--- src/rtl/wb_test_master.sv ---
// Single-transfer Wishbone B3 classic master: one start pulse runs one read or write,
// with retry handling, a no-response timeout and error reporting.
module wb_test_master #(
    parameter int AW        = 32,
    parameter int DW        = 32,
    parameter int RETRY_MAX = 4,
    parameter int TIMEOUT   = 64
) (
    input  logic            wb_clk,
    input  logic            wb_rst,
    output logic [AW-1:0]   wb_adr_o,
    output logic [DW-1:0]   wb_dat_o,
    output logic [DW/8-1:0] wb_sel_o,
    output logic            wb_we_o,
    output logic            wb_cyc_o,
    output logic            wb_stb_o,
    output logic [2:0]      wb_cti_o,
    output logic [1:0]      wb_bte_o,
    input  logic [DW-1:0]   wb_dat_i,
    input  logic            wb_ack_i,
    input  logic            wb_err_i,
    input  logic            wb_rty_i,
    input  logic            start,
    input  logic [AW-1:0]   address,
    input  logic [DW/8-1:0] selection,
    input  logic            write,
    input  logic [DW-1:0]   data_wr,
    output logic [DW-1:0]   data_rd,
    output logic            active,
    output logic            error
);

    localparam int SW    = DW / 8;
    localparam int RTY_W = (RETRY_MAX > 0) ? $clog2(RETRY_MAX + 1) : 1;
    localparam int TMO_W = (TIMEOUT > 1) ? $clog2(TIMEOUT) : 1;
    localparam bit TMO_EN = (TIMEOUT > 0);
    localparam logic [TMO_W-1:0] TMO_LAST  = (TIMEOUT > 0) ? TMO_W'(TIMEOUT - 1) : {TMO_W{1'b0}};
    localparam logic [RTY_W-1:0] RTY_LIMIT = RTY_W'(RETRY_MAX);

    typedef enum logic [1:0] {
        ST_IDLE  = 2'd0,
        ST_BUS   = 2'd1,
        ST_RETRY = 2'd2
    } state_t;

    state_t            state_r;
    state_t            state_nxt_s;
    logic [RTY_W-1:0]  retry_cnt_r;
    logic [TMO_W-1:0]  tmo_cnt_r;
    logic              tmo_hit_s;
    logic              done_ok_s;
    logic              done_err_s;
    logic              go_retry_s;

    // Classic single cycles only; burst signalling is fixed.
    assign wb_cti_o = 3'b000;
    assign wb_bte_o = 2'b00;

    // Decode the bus response for the current BUS cycle; err wins over ack, ack over rty.
    always_comb begin
        tmo_hit_s  = TMO_EN && (tmo_cnt_r == TMO_LAST);
        done_ok_s  = 1'b0;
        done_err_s = 1'b0;
        go_retry_s = 1'b0;
        if (state_r == ST_BUS) begin
            if (wb_err_i) begin
                done_err_s = 1'b1;
            end else if (wb_ack_i) begin
                done_ok_s = 1'b1;
            end else if (wb_rty_i) begin
                if (retry_cnt_r < RTY_LIMIT) begin
                    go_retry_s = 1'b1;
                end else begin
                    done_err_s = 1'b1;
                end
            end else if (tmo_hit_s) begin
                done_err_s = 1'b1;
            end else begin
                done_ok_s = 1'b0;
            end
        end else begin
            done_ok_s = 1'b0;
        end
    end

    // State register.
    always_ff @(posedge wb_clk or negedge wb_rst) begin
        if (!wb_rst) begin
            state_r <= ST_IDLE;
        end else begin
            state_r <= state_nxt_s;
        end
    end

    // Next-state logic.
    always_comb begin
        state_nxt_s = state_r;
        case (state_r)
            ST_IDLE: begin
                if (start) begin
                    state_nxt_s = ST_BUS;
                end else begin
                    state_nxt_s = ST_IDLE;
                end
            end
            ST_BUS: begin
                if (done_ok_s || done_err_s) begin
                    state_nxt_s = ST_IDLE;
                end else if (go_retry_s) begin
                    state_nxt_s = ST_RETRY;
                end else begin
                    state_nxt_s = ST_BUS;
                end
            end
            ST_RETRY: state_nxt_s = ST_BUS;
            default:  state_nxt_s = ST_IDLE;
        endcase
    end

    // Registered bus outputs, status and counters; the request is held on the bus outputs themselves.
    always_ff @(posedge wb_clk or negedge wb_rst) begin
        if (!wb_rst) begin
            wb_adr_o    <= {AW{1'b0}};
            wb_dat_o    <= {DW{1'b0}};
            wb_sel_o    <= {SW{1'b0}};
            wb_we_o     <= 1'b0;
            wb_cyc_o    <= 1'b0;
            wb_stb_o    <= 1'b0;
            data_rd     <= {DW{1'b0}};
            active      <= 1'b0;
            error       <= 1'b0;
            retry_cnt_r <= {RTY_W{1'b0}};
            tmo_cnt_r   <= {TMO_W{1'b0}};
        end else begin
            case (state_r)
                ST_IDLE: begin
                    if (start) begin
                        wb_adr_o    <= address;
                        wb_dat_o    <= data_wr;
                        wb_sel_o    <= selection;
                        wb_we_o     <= write;
                        wb_cyc_o    <= 1'b1;
                        wb_stb_o    <= 1'b1;
                        active      <= 1'b1;
                        error       <= 1'b0;
                        retry_cnt_r <= {RTY_W{1'b0}};
                        tmo_cnt_r   <= {TMO_W{1'b0}};
                    end
                end
                ST_BUS: begin
                    if (done_ok_s || done_err_s) begin
                        if (done_ok_s && !wb_we_o) begin
                            data_rd <= wb_dat_i;
                        end
                        wb_adr_o <= {AW{1'b0}};
                        wb_dat_o <= {DW{1'b0}};
                        wb_sel_o <= {SW{1'b0}};
                        wb_we_o  <= 1'b0;
                        wb_cyc_o <= 1'b0;
                        wb_stb_o <= 1'b0;
                        active   <= 1'b0;
                        error    <= done_err_s;
                    end else if (go_retry_s) begin
                        wb_stb_o    <= 1'b0;
                        retry_cnt_r <= retry_cnt_r + RTY_W'(1);
                        tmo_cnt_r   <= {TMO_W{1'b0}};
                    end else begin
                        tmo_cnt_r <= tmo_cnt_r + TMO_W'(1);
                    end
                end
                ST_RETRY: begin
                    wb_stb_o  <= 1'b1;
                    tmo_cnt_r <= {TMO_W{1'b0}};
                end
                default: begin
                    wb_cyc_o <= 1'b0;
                    wb_stb_o <= 1'b0;
                    active   <= 1'b0;
                end
            endcase
        end
    end

endmodule

--- config.mk ---
export PLATFORM = sky130hd
export DESIGN_NAME = wb_test_master
export DESIGN_NICKNAME = d
export VERILOG_FILES = /design/src/rtl/wb_test_master.sv
export SDC_FILE = /design/constraint.sdc
export NUM_CORES = 1
export LEC_CHECK = 0
export CAP_MARGIN = 30
export CORE_UTILIZATION = 55
export DETAILED_ROUTE_END_ITERATION = 6
export DONT_BUFFER_PORTS = 1
export GPL_ROUTABILITY_DRIVEN = 0
export GPL_TIMING_DRIVEN = 0
export PLACE_DENSITY = 0.7
export SYNTH_ARGS = -nofsm -noshare
export SYNTH_HDL_FRONTEND = slang
export SYNTH_SLANG_ARGS = --single-unit
--- constraint.sdc ---
create_clock -name wb_clk -period 4.5 [get_ports wb_clk]
set_input_delay 0.9 -clock wb_clk [delete_from_list [all_inputs] [get_ports wb_clk]]
set_output_delay 0.9 -clock wb_clk [all_outputs]
set_load 0.01 [all_outputs]
==> results of run 1 <==
-- cell usage after synthesis --
| cell type | instances | area share, % |
|---|---|---|
| dfrtp_1 | 115 | 65 |
| a22o_1 | 70 | 14 |
| mux2_2 | 31 | 7.9 |
| buf_2 | 12 | 1.4 |
| buf_4 | 8 | 1.4 |
| nand2_1 | 8 | 0.68 |
| a21oi_1 | 7 | 0.79 |
| clkbuf_1 | 7 | 0.59 |
| inv_1 | 7 | 0.59 |
| nor2_1 | 6 | 0.51 |
| o21ai_0 | 5 | 0.57 |
| a31oi_1 | 4 | 0.57 |
| nand2b_1 | 3 | 0.42 |
| ha_1 | 2 | 0.57 |
| nand3_1 | 2 | 0.23 |
| o21bai_1 | 2 | 0.34 |
| o2bb2ai_1 | 2 | 0.40 |
| a211oi_1 | 1 | 0.17 |
| a211oi_4 | 1 | 0.45 |
| a22oi_1 | 1 | 0.17 |
| a31o_2 | 1 | 0.20 |
| a32oi_1 | 1 | 0.20 |
| a41oi_1 | 1 | 0.20 |
| and3_1 | 1 | 0.14 |
| and4_4 | 1 | 0.25 |
| conb_1 | 1 | 0.085 |
| mux2_1 | 1 | 0.25 |
| mux2i_1 | 1 | 0.23 |
| nor2b_1 | 1 | 0.14 |
| nor3b_2 | 1 | 0.28 |
| nor4_1 | 1 | 0.14 |
| nor4_2 | 1 | 0.28 |
| o21ai_2 | 1 | 0.20 |
| o22ai_1 | 1 | 0.14 |
| or3b_2 | 1 | 0.20 |
| or4b_1 | 1 | 0.23 |
| xnor2_1 | 1 | 0.20 |
-- cells by family after synthesis --
group | after synthesis
AO/OA/AOI/OAI | 98
XOR/XNOR | 1
adder cells (fa/ha/maj) | 2
buffers and inverters | 34
flip-flops | 115
multiplexers | 33
other | 1
AND/OR/NAND/NOR | 27
-- worst paths after layout --
check | start | endpoint | slack (ps)
setup / recovery | tmo_cnt_r[0]$_DFFE_PN0P_ | wb_dat_o[31]$_DFFE_PN0P_ | 2360
hold / removal | wb_rst | data_rd[20]$_DFFE_PN0P_ | 100
setup reg to reg | tmo_cnt_r[0]$_DFFE_PN0P_ | wb_dat_o[31]$_DFFE_PN0P_ | 2360
hold reg to reg | retry_cnt_r[0]$_DFFE_PN0P_ | retry_cnt_r[0]$_DFFE_PN0P_ | 480
max in group asynchronous | wb_rst | wb_adr_o[11]$_DFFE_PN0P_ | 4250
min in group wb_clk | retry_cnt_r[0]$_DFFE_PN0P_ | retry_cnt_r[0]$_DFFE_PN0P_ | 480
-- flip-flops by register name, indices dropped and copies added, names as in the netlist --
| register | flops |
|---|---|
| active | 1 |
| data_rd | 32 |
| error | 1 |
| retry_cnt_r | 3 |
| state_r | 2 |
| tmo_cnt_r | 6 |
| wb_adr_o | 32 |
| wb_dat_o | 32 |
| wb_sel_o | 4 |
| wb_stb_o | 1 |
| wb_we_o | 1 |
-- layer usage --
layer | wire (microns) | share of wire, % | vias up
met5 | 0 | 0 | -
met4 | 154 | 1.6 | 0
met3 | 946 | 9.9 | 18
met2 | 4680 | 49 | 167
met1 | 3810 | 40 | 1319
li1 | - | - | 1193
-- metrics by stage --
stage | power [mW] | hold slack (ps)
2_1_floorplan | 1.67 | 446
3_3_place_gp | 1.74 | 464
5_1_grt | 3.16 | 69.0
4_1_cts | 3.06 | 77.2
3_5_place_dp | 1.76 | 479
6_report | 3.03 | 98.8
-- layout make-up --
type                    instances  area [sq um]  area share, %
plain buffers                  27           146           2.85
clock buffers                  23           477           9.27
clock inverters                 8           101           1.97
inverters                       7          26.3          0.511
multi-input cells             166          1390           26.9
flip-flops and latches        115          2880           56.0
well taps                     102           128           2.48
-- worst reg2reg max path, cell delays in order (launching register included) --
cell      delay (ps)
dfrtp_1          430
ha_1             250
and4_4           180
a22oi_1          230
a31o_2           210
clkbuf_1         260
buf_2            340
a22o_1           190
-- report_power, final --
part           internal [mW]  switching, mW
Combinational          0.162          0.124
Sequential              1.23          0.232
Clock                  0.842          0.446
==> flow_metrics.py, run 1 <==
metrics = {
    "global_route": {
        "track_usage_pct": 24.0,
        "grt_pass1_vias": 2859,
        "gr-usage-met1_pct": 29.4,
        "use_met3_pct": 10.6,
        "grt-ovfl-total": 0,
        "use_met2_pct": 37.0,
        "antenna_found_initial": 0,
        "top_usage_layer": "met2",
        "grt_first_pass_wirelength_microns": 14900,
        "grt_max_degree": 116,
    },
    "sta": {
        "clock_skew_ps": 6.63,
        "fin_crit_sh_pct": 47.6,
        "finalSetupViolCount": 0,
        "finalSetupTns_ps": 0,
        "relSlewSlack_pct": 54.5,
        "slew_viol_final": 0,
        "tightest_slew_ps": 677,
        "fmax_ghz": 0.467,
        "setup_ws_ps": 2360,
        "hold_viol": 0,
        "rsz0062_at_grt": "false",
        "fin_crit_ps": 2140,
    },
    "clocking": {
        "clk_path_buf_depth": 2,
        "cts_resized": 0,
        "cts.sinks": 115,
        "clk_latency_ps": 500,
        "cts_tree": "done",
        "cts_root_buffer": "clkbuf_8",
        "cts_made_buffers": 17,
        "post_cts_buffers": 0,
        "clk_pin_slew_ps": 60,
        "cts.htree.levels": 4,
        "cts_hold_buf": 0,
    },
    "floorplan": {
        "initial_core_util_pct": 56.9,
        "ios": 217,
        "dieArea_sq_um": 8400,
        "placementRows": 32,
        "fp.dieH_microns": 91.7,
        "core_area_sq_um": 7770,
        "die_x_microns": 91.7,
    },
    "final_layout": {
        "fin_cells": 448,
        "antenna_cells": 0,
        "n_fill_cell": 569,
        "area_growth_syn_to_layout_pct": 16.3,
        "final_common_cell": "dfrtp_1",
        "post-route-util_pct": 66.2,
        "postLayoutCellArea_sq_um": 5140,
        "layout.nets": 443,
        "final_cell_mix": "115 x dfrtp_1, 70 x a22o_1, 31 x mux2_2, 16 x clkbuf_16, 12 x buf_2",
        "drive_gt1_share_pct": 25.1,
    },
    "routing": {
        "drt_wl_total_microns": 9590,
        "first_pass_iters": 4,
        "vias": 2697,
        "routedWlPerCell_microns": 21.4,
        "viasPerCell": 6.02,
        "drt.antenna.violating_nets": 0,
        "dr.first_iter.drc_count": 116,
        "drc_errors": 0,
    },
    "place": {
        "hpwlAfterDp_microns": 6630,
        "placed_area_sq_um": 4560,
        "pre_cts_slack_ps": 1990,
        "dp.cells": 417,
        "io_buffers": 0,
    },
    "power": {
        "p_leak_nw": 2.37,
        "peakVddDrop_v": 0.000270,
        "power_density_nw_per_um2": 590,
    },
    "setup_path": {
        "cp.depth": 7,
        "cp.required_ps": 4930,
        "rr_worst_depth": 7,
        "path_cells": "ha_1 -> and4_4 -> a22oi_1 -> a31o_2 -> clkbuf_1 -> buf_2 -> a22o_1",
        "cp.arrival_ps": 2570,
        "crit_path_start_kind": "flip-flop",
        "cpMaxStageDelayCell": "dfrtp_1",
        "path_class": "flip-flop to flip-flop",
        "end_kind": "flip-flop",
        "crit_path_max_incr_delay_ps": 430,
        "critPathTopFamily": "compound AO/OA/AOI/OAI gates",
        "critPathMaxFanout": 10,
        "crit_buf_inv": 2,
    },
    "synthesis": {
        "seq_area_frac_synth_pct": 65.1,
        "yosys.area_share.simple_pct": 3.51,
        "syn_inst": 311,
        "synth_warnings": 0,
        "synth_seq_cells": 115,
        "synth.area.mux_share_pct": 8.38,
        "yosys.area_share.xor_xnor_pct": 0.198,
        "synth.distinct_cells": 37,
        "syn-cell-area_sq_um": 4420,
        "synth_fa_ha_area_share_pct": 0.566,
        "synth_compound_area_share_pct": 18.3,
        "synth_top_family_by_area": "compound AO/OA/AOI/OAI gates",
        "syn-mean-instance-area_sq_um": 14.2,
    },
    "hold_path": {
        "hold_class": "input port to asynchronous set/reset pin",
    },
    "status": {
        "status": "finished clean",
    },
    "job": {
        "drv_cap": 0,
    },
}
Note: power is estimated with default switching activity, not from simulation.
==> run 2: changes to the inputs <==
- clock period: 4.5 -> 2.1 ns (I/O delays scaled with it)
==> run 2 against run 1 <==
Compared with the run above: the flow now finishes with violations (negative hold slack); design area grew 0.19%; total power rose by 110%; worst setup slack lost 2100 ps; combinational power is 120% higher; sequential share of layout area down 0.11 points; non-clock buffer count decreased by 1; cell count down 0.22%; clock-buffer cell count is the same; largest cell class unchanged.
==> flow_metrics.py, run 2 (synthesized netlist as in run 1, its figures left out) <==
metrics = {
    "status": {
        "status": "finished with violations",
        "violations": "negative hold slack",
    },
    "floorplan": {
        "core_area_sq_um": 7770,
        "fp.dieH_microns": 91.7,
        "placementRows": 32,
        "initial_core_util_pct": 56.9,
        "ios": 217,
        "dieArea_sq_um": 8400,
        "die_x_microns": 91.7,
    },
    "setup_path": {
        "cp.arrival_ps": 2320,
        "path_class": "flip-flop to flip-flop",
        "cp.depth": 6,
        "end_kind": "flip-flop",
        "rr_worst_depth": 6,
        "critPathMaxFanout": 10,
        "cpMaxStageDelayCell": "dfrtp_1",
        "crit_path_start_kind": "flip-flop",
        "path_cells": "ha_1 -> and4_4 -> a22oi_1 -> a31o_2 -> buf_2 -> a22o_1",
        "crit_buf_inv": 1,
        "crit_start": "tmo_cnt_r[0]$_DFFE_PN0P_",
        "worst-r2r-setup-slack_ps": 220,
        "cp-endpoint": "wb_dat_o[12]$_DFFE_PN0P_",
        "timing.rr.end": "wb_dat_o[12]$_DFFE_PN0P_",
        "cp.required_ps": 2530,
        "rr_startpoint": "tmo_cnt_r[0]$_DFFE_PN0P_",
        "critPathTopFamily": "compound AO/OA/AOI/OAI gates",
        "crit_path_max_incr_delay_ps": 430,
    },
    "routing": {
        "dr.first_iter.drc_count": 108,
        "routedWlPerCell_microns": 21.5,
        "vias": 2708,
        "viasPerCell": 6.06,
        "first_pass_iters": 4,
        "drt_wl_total_microns": 9600,
        "drt.antenna.violating_nets": 0,
        "drc_errors": 0,
    },
    "sta": {
        "fmax_ghz": 0.531,
        "tightest_slew_ps": 633,
        "slew_viol_final": 0,
        "hold_slack_ps": -380,
        "finalSetupTns_ps": 0,
        "clock_skew_ps": 6.69,
        "rsz0062_at_grt": "false",
        "finalSetupViolCount": 0,
        "fin_crit_ps": 1880,
        "fin_crit_sh_pct": 89.7,
        "hold_viol": 115,
        "relSlewSlack_pct": 57.6,
    },
    "final_layout": {
        "reg_top3": "data_rd (32), wb_adr_o (32), wb_dat_o (32)",
        "area_growth_syn_to_layout_pct": 16.5,
        "post-route-util_pct": 66.3,
        "antenna_cells": 0,
        "final_cell_mix": "115 x dfrtp_1, 70 x a22o_1, 31 x mux2_2, 16 x clkbuf_16, 11 x buf_2",
        "postLayoutCellArea_sq_um": 5150,
        "drive_gt1_share_pct": 25.5,
        "layout.nets": 442,
        "final_common_cell": "dfrtp_1",
        "fin_cells": 447,
    },
    "clocking": {
        "cts_made_buffers": 17,
        "clk_path_buf_depth": 2,
        "clk_pin_slew_ps": 50,
        "cts_root_buffer": "clkbuf_8",
        "cts_tree": "done",
        "cts.htree.levels": 4,
        "cts.sinks": 115,
        "clk_latency_ps": 500,
    },
    "global_route": {
        "grt_pass1_vias": 2859,
        "antenna_found_initial": 0,
        "grt-ovfl-total": 0,
        "grt_max_degree": 116,
        "track_usage_pct": 24.0,
        "grt_first_pass_wirelength_microns": 14900,
    },
    "power": {
        "power_frac_seq_pct": 48.1,
        "fin_total_pwr_mw": 6.50,
        "power_frac_clock_pct": 42.5,
        "p_sw_mw": 1.72,
        "power_density_nw_per_um2": 1260,
        "combPwrFrac_pct": 9.5,
        "p_int_mw": 4.78,
        "p_sw_share_pct": 26.5,
        "peakVddDrop_v": 0.000578,
        "p_leak_nw": 2.37,
    },
    "place": {
        "placed_area_sq_um": 4560,
        "io_buffers": 0,
        "dp.cells": 417,
        "hpwlAfterDp_microns": 6630,
    },
    "hold_path": {
        "hold_class": "input port to asynchronous set/reset pin",
    },
    "job": {
        "drv_cap": 0,
    },
}
==> run 2: timing repair <==
action                                 in CTS  in global routing
setup endpoints to repair                  10                100
setup buffers                               0                  0
gates resized for setup                     1                  2
endpoints found under the hold margin     115                115
==> run 2: through the flow <==
stage | hold WS [ps] | setup WS, ps
finish | -380 | 215
global route | -410 | 85.3
floorplan | 124 | 362
CTS | -403 | 19.6
detailed placement | 126 | -36.7
global placement | 126 | -17.1
==> run 2: worst min path at each step <==
stage | from | end | slack [ps] | depth (start not counted)
final | wb_rst | data_rd[20]$_DFFE_PN0P_ | -380 | 0
after global routing | wb_rst | data_rd[20]$_DFFE_PN0P_ | -410 | 0
after CTS | wb_rst | wb_adr_o[22]$_DFFE_PN0P_ | -400 | 0
after detailed placement | wb_rst | data_rd[20]$_DFFE_PN0P_ | 130 | 0
after global placement | wb_rst | data_rd[20]$_DFFE_PN0P_ | 130 | 0
after floorplan | wb_rst | active$_DFFE_PN0P_ | 120 | 0
==> run 2: area by class of cell <==
type | count | area (sq um)
Buffer | 26 | 145
Clock buffer | 23 | 477
Clock inverter | 8 | 101
Fill cell | 569 | 2620
Inverter | 7 | 26.3
Multi-Input combinational cell | 166 | 1400
Sequential cell | 115 | 2880
Tap cell | 102 | 128
==> run 2: routing by layer <==
layer	global-route usage, %	up-vias	routed length [microns]
met3	10.6	18	954
met4	10.6	0	154
met2	37.0	170	4640
met1	29.4	1329	3850
met5	0	-	0
li1	-	1191	-
==> run 2: power by group through the flow <==
stage	Sequential, mW	Clock, mW	Combinational (mW)
3_5_place_dp	3.15	0	0.624
5_1_grt	3.18	2.91	0.688
3_3_place_gp	3.15	0	0.587
6_report	3.12	2.76	0.616
2_1_floorplan	3.05	0	0.517
4_1_cts	3.13	2.80	0.626
